===== src/rtl/pci_bus_arbiter.sv =====
// Round-robin PCI-style bus arbiter with grant timeout, latency timer and optional parking.
// Request/grant handshake: a device holds request low, is granted by a registered low grant bit, and owns the bus once its iframe is sampled low.
module pci_bus_arbiter #(
  parameter int N_REQ       = 5,
  parameter bit PARK_EN     = 1'b1,
  parameter int PARK_ID     = 0,
  parameter int GNT_TIMEOUT = 16,
  parameter int LAT_TIMER   = 32
) (
  input  logic             clk,
  input  logic             rst,
  input  logic [N_REQ-1:0] request,
  input  logic             iframe,
  input  logic             iready,
  output logic [N_REQ-1:0] grant,
  output logic [2:0]       owner,
  output logic             owner_valid,
  output logic             bus_busy,
  output logic             gnt_timeout,
  output logic [1:0]       state_dbg
);

  localparam int GW = $clog2(GNT_TIMEOUT + 1);
  localparam int BW = $clog2(LAT_TIMER + 1);
  localparam logic [N_REQ-1:0] ONE      = N_REQ'(1);
  localparam logic [N_REQ-1:0] ONES     = '1;
  localparam logic [2:0]       PARK_IDX = 3'(PARK_ID);

  typedef enum logic [1:0] {IDLE, GRANT, BUSY, TURN} state_t;

  state_t           state_q, state_d;
  logic [N_REQ-1:0] grant_q, grant_d;
  logic [2:0]       owner_q, owner_d;
  logic [2:0]       rr_ptr_q, rr_ptr_d;
  logic [2:0]       winner;
  logic [GW-1:0]    gnt_cnt_q, gnt_cnt_d;
  logic [BW-1:0]    busy_cnt_q, busy_cnt_d, busy_inc;
  logic             gnt_timeout_q, gnt_timeout_d;
  logic             bus_idle, parked, found, owner_req, other_req;
  logic [N_REQ-1:0] owner_mask;
  logic [7:0]       req_pad;
  logic [3:0]       cand;

  assign bus_idle   = iframe & iready;
  assign owner_mask = ONE << owner_q;
  assign owner_req  = |(~request & owner_mask);
  assign other_req  = |(~request & ~owner_mask);
  assign parked     = PARK_EN && (state_q == IDLE) && (grant_q == ~(ONE << PARK_IDX));
  assign busy_inc   = (busy_cnt_q >= BW'(LAT_TIMER)) ? busy_cnt_q : busy_cnt_q + 1'b1;

  // Winner search starts one past the last owner and wraps.
  always_comb begin
    req_pad              = 8'hFF;
    req_pad[N_REQ-1:0]   = request;
    found                = 1'b0;
    winner               = '0;
    cand                 = '0;
    for (int i = 1; i <= N_REQ; i++) begin
      cand = {1'b0, rr_ptr_q} + 4'(i);
      if (cand >= 4'(N_REQ)) cand = cand - 4'(N_REQ);
      if (!found && !req_pad[cand[2:0]]) begin
        found  = 1'b1;
        winner = cand[2:0];
      end
    end
  end

  always_comb begin
    state_d       = state_q;
    grant_d       = grant_q;
    owner_d       = owner_q;
    rr_ptr_d      = rr_ptr_q;
    gnt_cnt_d     = gnt_cnt_q;
    busy_cnt_d    = busy_cnt_q;
    gnt_timeout_d = 1'b0;
    unique case (state_q)
      // TURN arbitrates on its exit edge so the turnaround is exactly one all-ones cycle.
      IDLE, TURN: begin
        if (parked && !iframe) begin
          state_d    = BUSY;
          busy_cnt_d = '0;
          rr_ptr_d   = PARK_IDX;
          owner_d    = PARK_IDX;
        end else if (!bus_idle && !parked) begin
          state_d = IDLE;
          grant_d = ONES;
        end else if (found) begin
          if (parked && winner != PARK_IDX) begin
            state_d = IDLE;
            grant_d = ONES;
          end else begin
            state_d   = GRANT;
            grant_d   = ~(ONE << winner);
            owner_d   = winner;
            gnt_cnt_d = '0;
          end
        end else if (PARK_EN) begin
          state_d = IDLE;
          grant_d = ~(ONE << PARK_IDX);
          owner_d = PARK_IDX;
        end else begin
          state_d = IDLE;
          grant_d = ONES;
        end
      end
      GRANT: begin
        if (!iframe) begin
          state_d    = BUSY;
          busy_cnt_d = '0;
          rr_ptr_d   = owner_q;
        end else if (!owner_req) begin
          state_d = IDLE;
          grant_d = ONES;
        end else if (gnt_cnt_q == GW'(GNT_TIMEOUT - 1)) begin
          state_d       = IDLE;
          grant_d       = ONES;
          gnt_timeout_d = 1'b1;
          rr_ptr_d      = owner_q;
        end else begin
          gnt_cnt_d = gnt_cnt_q + 1'b1;
        end
      end
      BUSY: begin
        busy_cnt_d = busy_inc;
        if (bus_idle) begin
          state_d = TURN;
          grant_d = ONES;
        end else if (!owner_req || (busy_inc >= BW'(LAT_TIMER) && other_req)) begin
          grant_d = ONES;
        end
      end
      default: begin
        state_d = IDLE;
        grant_d = ONES;
      end
    endcase
  end

  always_ff @(posedge clk) begin
    if (rst) begin
      state_q       <= IDLE;
      grant_q       <= ONES;
      owner_q       <= '0;
      rr_ptr_q      <= 3'(N_REQ - 1);
      gnt_cnt_q     <= '0;
      busy_cnt_q    <= '0;
      gnt_timeout_q <= 1'b0;
    end else begin
      state_q       <= state_d;
      grant_q       <= grant_d;
      owner_q       <= owner_d;
      rr_ptr_q      <= rr_ptr_d;
      gnt_cnt_q     <= gnt_cnt_d;
      busy_cnt_q    <= busy_cnt_d;
      gnt_timeout_q <= gnt_timeout_d;
    end
  end

  assign grant       = grant_q;
  assign owner       = owner_q;
  assign owner_valid = ~&grant_q;
  assign bus_busy    = (state_q == BUSY);
  assign gnt_timeout = gnt_timeout_q;
  assign state_dbg   = state_q;

endmodule

===== config.mk =====
export PLATFORM = sky130hd
export DESIGN_NAME = pci_bus_arbiter
export DESIGN_NICKNAME = d
export VERILOG_FILES = /design/src/rtl/pci_bus_arbiter.sv
export SDC_FILE = /design/constraint.sdc
export NUM_CORES = 1
export LEC_CHECK = 0
export CORE_MARGIN = 2
export CORE_UTILIZATION = 55
export CTS_CLUSTER_SIZE = 10
export DETAILED_ROUTE_END_ITERATION = 6
export GPL_TIMING_DRIVEN = 0
export HOLD_SLACK_MARGIN = 0.06
export PLACE_DENSITY = 0.87
export SLEW_MARGIN = 25
export SYNTH_ARGS = -nofsm -noshare
export SYNTH_HDL_FRONTEND = slang
export SYNTH_SLANG_ARGS = --single-unit

===== constraint.sdc =====
create_clock -name clk -period 7.7 [get_ports clk]
set_input_delay 1.54 -clock clk [delete_from_list [all_inputs] [get_ports clk]]
set_output_delay 1.54 -clock clk [all_outputs]
set_load 0.005 [all_outputs]

==> impl_metrics.tcl, run 1 <==
set metrics [dict create \
    cts_resized 0 \
    drv_slew 0 \
    pwr_density_cell_nw_per_um2 151.8 \
    wl_mm 6.983 \
    fmax_mhz 208.6 \
    ys.warnings.count 0 \
    post_cts_buffers 0 \
    worstSkewPairLatency_ns 0.27 \
    antenna_found_initial 0 \
    finalSetupViolCount 0 \
    slowest_delay_ns 0.50 \
    maxUsedRoutingLayer "met4" \
    core_area_sq_um 4661 \
    tritoncts "yes" \
    overflow 0 \
    synth_cells 339 \
    synth_top_family_by_area "compound AO/OA/AOI/OAI gates" \
    yosysUniqueCellTypes 67 \
    start_util_pct 56.30 \
    hold_slack_ns 0.4835 \
    p_clk_share_pct 18.0 \
    p_leak_nw 1.064 \
    cap_violations 0 \
    syn_nets 366 \
    cp_cell_sequence "clkdlybuf4s50_1 -> clkbuf_1 -> mux4_2 -> a2111o_1 -> o31ai_1 -> a21oi_1 -> a221oi_1 -> o21ai_0 -> a211o_1 -> o21a_1 -> or4_1 -> a21oi_1" \
    viasPerCell 6.705 \
    p_switching_mw 0.1796 \
    cts_max_level 1 \
    drive_above_1_share_pct 7.989 \
    min_period_ns 4.795 \
    skew_ns 0.009958 \
    die_y_um 73.07 \
    cts_sinks 25 \
    cts-root-buf "clkbuf_8" \
    synth_edf_count 0 \
    post_drt_wl_per_cell_um 16.75 \
    yosys.area_share.simple_pct 26.42 \
    synth_xor_area_share_pct 2.670 \
    status "finished, final reports clean" \
    min_path_type "flop to flop" \
    hpwl_mm 5.199 \
    synth_area_leaders "dfxtp_1 19%, ha_1 8.1%, a21oi_1 4.2%" \
    gp_congestion 0.9411 \
    worstSetupPathType "input port to flop" \
    synth_area_per_cell_sq_um 7.740 \
    p_int_mw 0.2666 \
    critical_path.slowest_cell "mux4_2" \
    fillers 387 \
    synth_ff_type "dfxtp_1" \
    num-nets-final 391 \
    synth_adder_area_share_pct 8.870 \
    track_usage_pct 26.89 \
    synthMuxAreaShare_pct 8.250 \
    die-area_sq_um 5339 \
    place_area_sq_um 2892 \
    cts-buffers-inserted 3 \
    wl_met1_mm 3.015 \
    cts_hold_buf 0 \
    swShare_pct 40.24 \
    drtPass1Iterations 5 \
    wl_met3_um 572 \
    synth.largest_area_cell "dfxtp_1" \
    drc 0 \
    detail_route.iter0.violations 281 \
    cpLargestDelayFamily "compound AO/OA/AOI/OAI gates" \
    yosys.area.top_type_share_pct 19.07 \
    slew_headroom_pct 59.96 \
    die_width_um 73.07 \
    post-route-period-util_pct 62.27 \
    syn_area_sq_um 2624 \
    clk_path_buf_depth 2 \
    seqPwrFrac_pct 33.2 \
    worst_ep_required_time_ns 7.91 \
    hold_viol_final 0 \
    antenna_left 0 \
    finalSetupTns_ns 0 \
    ys_ff_latch 25 \
    synth-seq-area-share_pct 19.07 \
    start_kind "input port" \
    first_global_vias 2498 \
    worst-path-buf-inv 2 \
    worst_pin_slew_ns 0.6006 \
    dp_cells 413 \
    io_buffers 20 \
    irDropWorstVdd_uv 121.8 \
    rsz0062_at_grt "no" \
    vias 2796 \
    grt_pass1_wl_mm 11.63 \
    cp_data_arrival_time_ns 5.00 \
    area_growth_pct 12.06 \
    critPathMaxFanout 10 \
    pwr-share-comb_pct 48.7 \
    power_mw 0.4462 \
    num_antenna_cells 0 \
    final_cells 417 \
    grt_max_degree 16 \
    boundaryPins 22 \
    cts.clk_slew.worst_paths_ns 0.10 \
    met2_length_mm 3.197 \
    rows 25 \
    cp-end-kind "flop" \
    async_reset_ff_share_pct 0 \
    synth_compound_area_share_pct 28.28 \
    crit_top_cell "a21oi_1" \
    final_area_sq_um 2940 \
]
per-stage QoR:
stage               setup slack, ns  util [%]
finish                        2.905     63.09
floorplan                     3.467         -
detailed placement            2.673     62.04
CTS                           2.955     63.09
global route                  2.708     63.09
global placement              2.728     62.04
power by group through the flow:
stage	Sequential [mW]	Combinational, mW	Clock, mW
finish	0.148	0.217	0.0804
global route	0.150	0.240	0.0864
CTS	0.148	0.214	0.0816
detailed placement	0.151	0.211	0
global placement	0.151	0.207	0
floorplan	0.150	0.154	0
routing by layer:
| metal | global-route usage [%] | up-vias |
|---|---|---|
| met5 | 0 | - |
| met4 | 9.259 | 0 |
| met3 | 3.039 | 24 |
| met2 | 44.14 | 169 |
| met1 | 36.45 | 1283 |
| li1 | - | 1320 |
cell usage after synthesis, types with 3 or more instances:
library cell  number
nor2_1            28
dfxtp_1           25
nand2_1           24
a21oi_1           22
o21ai_0           22
ha_1              17
inv_1             16
nor3_1            11
mux2i_1           10
clkbuf_1           9
nand2b_1           9
a211oi_1           7
and3_1             7
nand4_1            7
and2_1             6
nor2b_1            6
nor3b_1            6
o211ai_1           6
buf_2              5
nand3_1            5
xnor2_1            5
a31oi_1            4
nand3b_1           4
o21ai_1            4
o31ai_1            4
a211o_1            3
a21o_1             3
and4_1             3
buf_6              3
mux4_2             3
o21a_1             3
o22ai_1            3
xor2_1             3
worst min-delay path, stage by stage, from the launching register on:
cell     delay [ns]
dfxtp_1        0.32
o21ai_0        0.06
a21oi_1        0.06
cell families after synthesis:
kind of cell / Yosys count
compound gates: 107
xor+xnor: 8
fa+ha+maj: 18
buf+inv: 36
flops: 25
mux: 16
simple gates: 129
layout make-up:
class                           instances  area, sq um  share of cell area [%]
Multi-Input combinational cell        278         1954                   66.47
Sequential cell                        25        500.5                   17.02
Timing Repair Buffer                   20        200.2                   6.809
Buffer                                 19        105.1                   3.574
Tap cell                               54        67.56                   2.298
Inverter                               17        63.81                   2.170
Clock buffer                            3        41.29                   1.404
Clock inverter                          1        7.507                  0.2553
worst paths after layout:
kind / slack (ns) / cells after the start / from / endpoint
hold / removal: 0.48 / 2 / gnt_cnt_q[4] / gnt_cnt_q[4]
setup / recovery: 2.91 / 12 / request[2] / gnt_cnt_q[4]
hold reg to reg: 0.48 / 2 / gnt_cnt_q[4] / gnt_cnt_q[4]
setup reg to reg: 3.37 / 13 / rr_ptr_q[2] / gnt_cnt_q[4]
layout by cell type (no fill, tap or decap), types with 7 or more instances in the layout:
cell type	instances
and3_1	7
dfxtp_1	25
ha_1	17
nand2b_1	9
clkdlybuf4s50_1	20
a211oi_1	7
nand4_1	7
o21ai_0	22
clkbuf_1	9
mux2i_1	10
nand2_1	24
inv_1	16
a21oi_1	22
nor3_1	11
nor2_1	28
state kept, by name, summed over array words and instances, names as in the netlist:
name         count
state_dbg        2
gnt_cnt_q        5
rr_ptr_q         3
busy_cnt_q       6
owner            3
grant            5
gnt_timeout      1
Note: power is estimated with default switching activity, not from simulation.
==> run 2: changes to the inputs <==
--- a/config.mk
+++ b/config.mk
@@ -6,12 +6,12 @@
 export NUM_CORES = 1
 export LEC_CHECK = 0
 export CORE_MARGIN = 2
-export CORE_UTILIZATION = 55
+export CORE_UTILIZATION = 53
 export CTS_CLUSTER_SIZE = 10
 export DETAILED_ROUTE_END_ITERATION = 6
 export GPL_TIMING_DRIVEN = 0
 export HOLD_SLACK_MARGIN = 0.06
-export PLACE_DENSITY = 0.87
+export PLACE_DENSITY = 0.88
 export SLEW_MARGIN = 25
 export SYNTH_ARGS = -nofsm -noshare
 export SYNTH_HDL_FRONTEND = slang
==> constraint.sdc (replaced) <==
create_clock -name clk -period 3.95 [get_ports clk]
set_input_delay 0.79 -clock clk [delete_from_list [all_inputs] [get_ports clk]]
set_output_delay 0.79 -clock clk [all_outputs]
set_load 0.005 [all_outputs]
==> run 2 against run 1 <==
  * Count of clock-buffer cells in the layout did not move
  * Register-to-register slack lost 3.2 ns
  * Final cell count is 4.1% higher
  * First-iteration DRC count fell by 19%
  * Sequential share of layout area is 0.70 points lower
  * Non-clock buffer count grew 4
  * Combinational power up 110%
  * Die area is 3.6% higher
  * Routed wire length increased by 6.5%
  * Critical endpoint unchanged
  * Largest cell class unchanged
  * Highest routed layer unchanged
==> impl_metrics.tcl, run 2 (same netlist as run 1, synthesis figures left out) <==
set metrics [dict create \
    status "finished, final reports clean" \
    num-nets-final 395 \
    drv_slew 0 \
    io_buffers 20 \
    post-route-period-util_pct 98.20 \
    core_area_sq_um 4755 \
    min_from "gnt_cnt_q[4]" \
    cp-end-kind "flop" \
    critPathMaxFanout 10 \
    die-area_sq_um 5529 \
    pwr_density_cell_nw_per_um2 290.3 \
    num_antenna_cells 0 \
    clk_path_buf_depth 2 \
    final_cells 434 \
    grt_max_degree 16 \
    boundaryPins 22 \
    grt_pass1_wl_mm 11.78 \
    p_leak_nw 1.107 \
    drc 0 \
    cap_violations 0 \
    gp_congestion 0.9938 \
    vias 2802 \
    viasPerCell 6.456 \
    worstSkewPairLatency_ns 0.28 \
    first_global_vias 2582 \
    rows 25 \
    fmax_mhz 257.8 \
    hpwl_mm 5.163 \
    cp_data_arrival_time_ns 4.09 \
    cts_max_level 1 \
    cts-root-buf "clkbuf_8" \
    largest-register "busy_cnt_q" \
    place_area_sq_um 2908 \
    slew_headroom_pct 58.84 \
    rr_startpoint "rr_ptr_q[2]" \
    wl_mm 7.439 \
    skew_ns 0.009364 \
    hold_viol_final 0 \
    min_path_type "flop to flop" \
    crit_path_start "request[3]" \
    antenna_left 0 \
    worst_ep_required_time_ns 4.17 \
    detail_route.iter0.violations 229 \
    min_period_ns 3.879 \
    final_area_sq_um 3120 \
    area_growth_pct 18.93 \
    tritoncts "yes" \
    post_drt_wl_per_cell_um 17.14 \
    track_usage_pct 26.43 \
    worst_pin_slew_ns 0.6174 \
    die_width_um 74.36 \
    cts_sinks 25 \
    start_kind "input port" \
    cts.clk_slew.worst_paths_ns 0.10 \
    cts_hold_buf 0 \
    fin_ws_ns 0.07128 \
    start_util_pct 55.18 \
    drive_above_1_share_pct 14.17 \
    irDropWorstVdd_uv 239.1 \
    antenna_found_initial 0 \
    die_y_um 74.36 \
    final_common_cell "nor2_1" \
    hold_slack_ns 0.4817 \
    largest_register_ffs 6 \
    overflow 0 \
    drtPass1Iterations 5 \
    finalSetupViolCount 0 \
    worstSetupPathType "input port to flop" \
    dp_cells 426 \
    cts-buffers-inserted 3 \
    final_cell_mix "28 x nor2_1, 24 x nand2_1, 22 x o21ai_0, 22 x dfxtp_1" \
    dpl_worst_slack_ns -0.2970 \
]
==> run 2: cell types whose count changed in the layout (fill, tap and decap cells not counted), sizes merged <==
| cell | before | now |
|---|---|---|
| buf | 9 | 13 |
==> run 2: final timing paths <==
kind | to | slack, ns | depth (start not counted)
worst max-delay path | gnt_cnt_q[4] | 0.07 | 12
worst min register to register | gnt_cnt_q[4] | 0.48 | 2
worst min-delay path | gnt_cnt_q[4] | 0.48 | 2
worst max register to register | gnt_cnt_q[4] | 0.13 | 13
==> run 2: area by class of cell <==
type                            count  area, sq um
Timing Repair Buffer               25        237.7
Sequential cell                    25        509.2
Clock buffer                        3        41.29
Buffer                             18        118.9
Clock inverter                      1        7.507
Tap cell                           67        83.83
Multi-Input combinational cell    278         2051
Inverter                           17        71.32
Fill cell                         379         1634
==> run 2: per-stage QoR <==
| step | utilization, % | total power, mW | setup TNS (ns) |
|---|---|---|---|
| floorplan | - | 0.5927 | 0 |
| global placement | 61.16 | 0.6963 | -1.314 |
| detailed placement | 61.16 | 0.7074 | -1.649 |
| CTS | 63.13 | 0.8733 | 0 |
| global route | 65.63 | 0.9569 | -0.07861 |
| finish | 65.63 | 0.9057 | 0 |
==> run 2: critical path, stage by stage <==
cell and delay [ns]:
clkdlybuf4s50_1 0.50, buf_4 0.22, mux4_2 0.45, a2111o_1 0.43, o31ai_4 0.12, a21oi_2 0.09, a221oi_2 0.28, o21ai_0 0.13
a211o_1 0.32, o21a_1 0.23, or4_1 0.40, a21oi_1 0.14
==> run 2: repair_timing <==
item                       CTS  global route
buffers inserted             0             5
pin swaps                    1             8
resized for setup           14            22
setup endpoints to repair   10            10
==> run 2: per-layer routing <==
layer  GRT usage [%]  wire length (um)  vias to the layer above
met5               0                 0                        -
met4           7.143               143                        0
li1                -                 -                     1328
met3           2.846               544                       15
met2           42.97              3452                      131
met1           37.33              3299                     1328
==> run 2: power by group <==
part | switching (mW) | internal, mW
registers | 0.0214 | 0.269
clock network | 0.0891 | 0.0717
logic | 0.261 | 0.194
total | 0.371 | 0.535
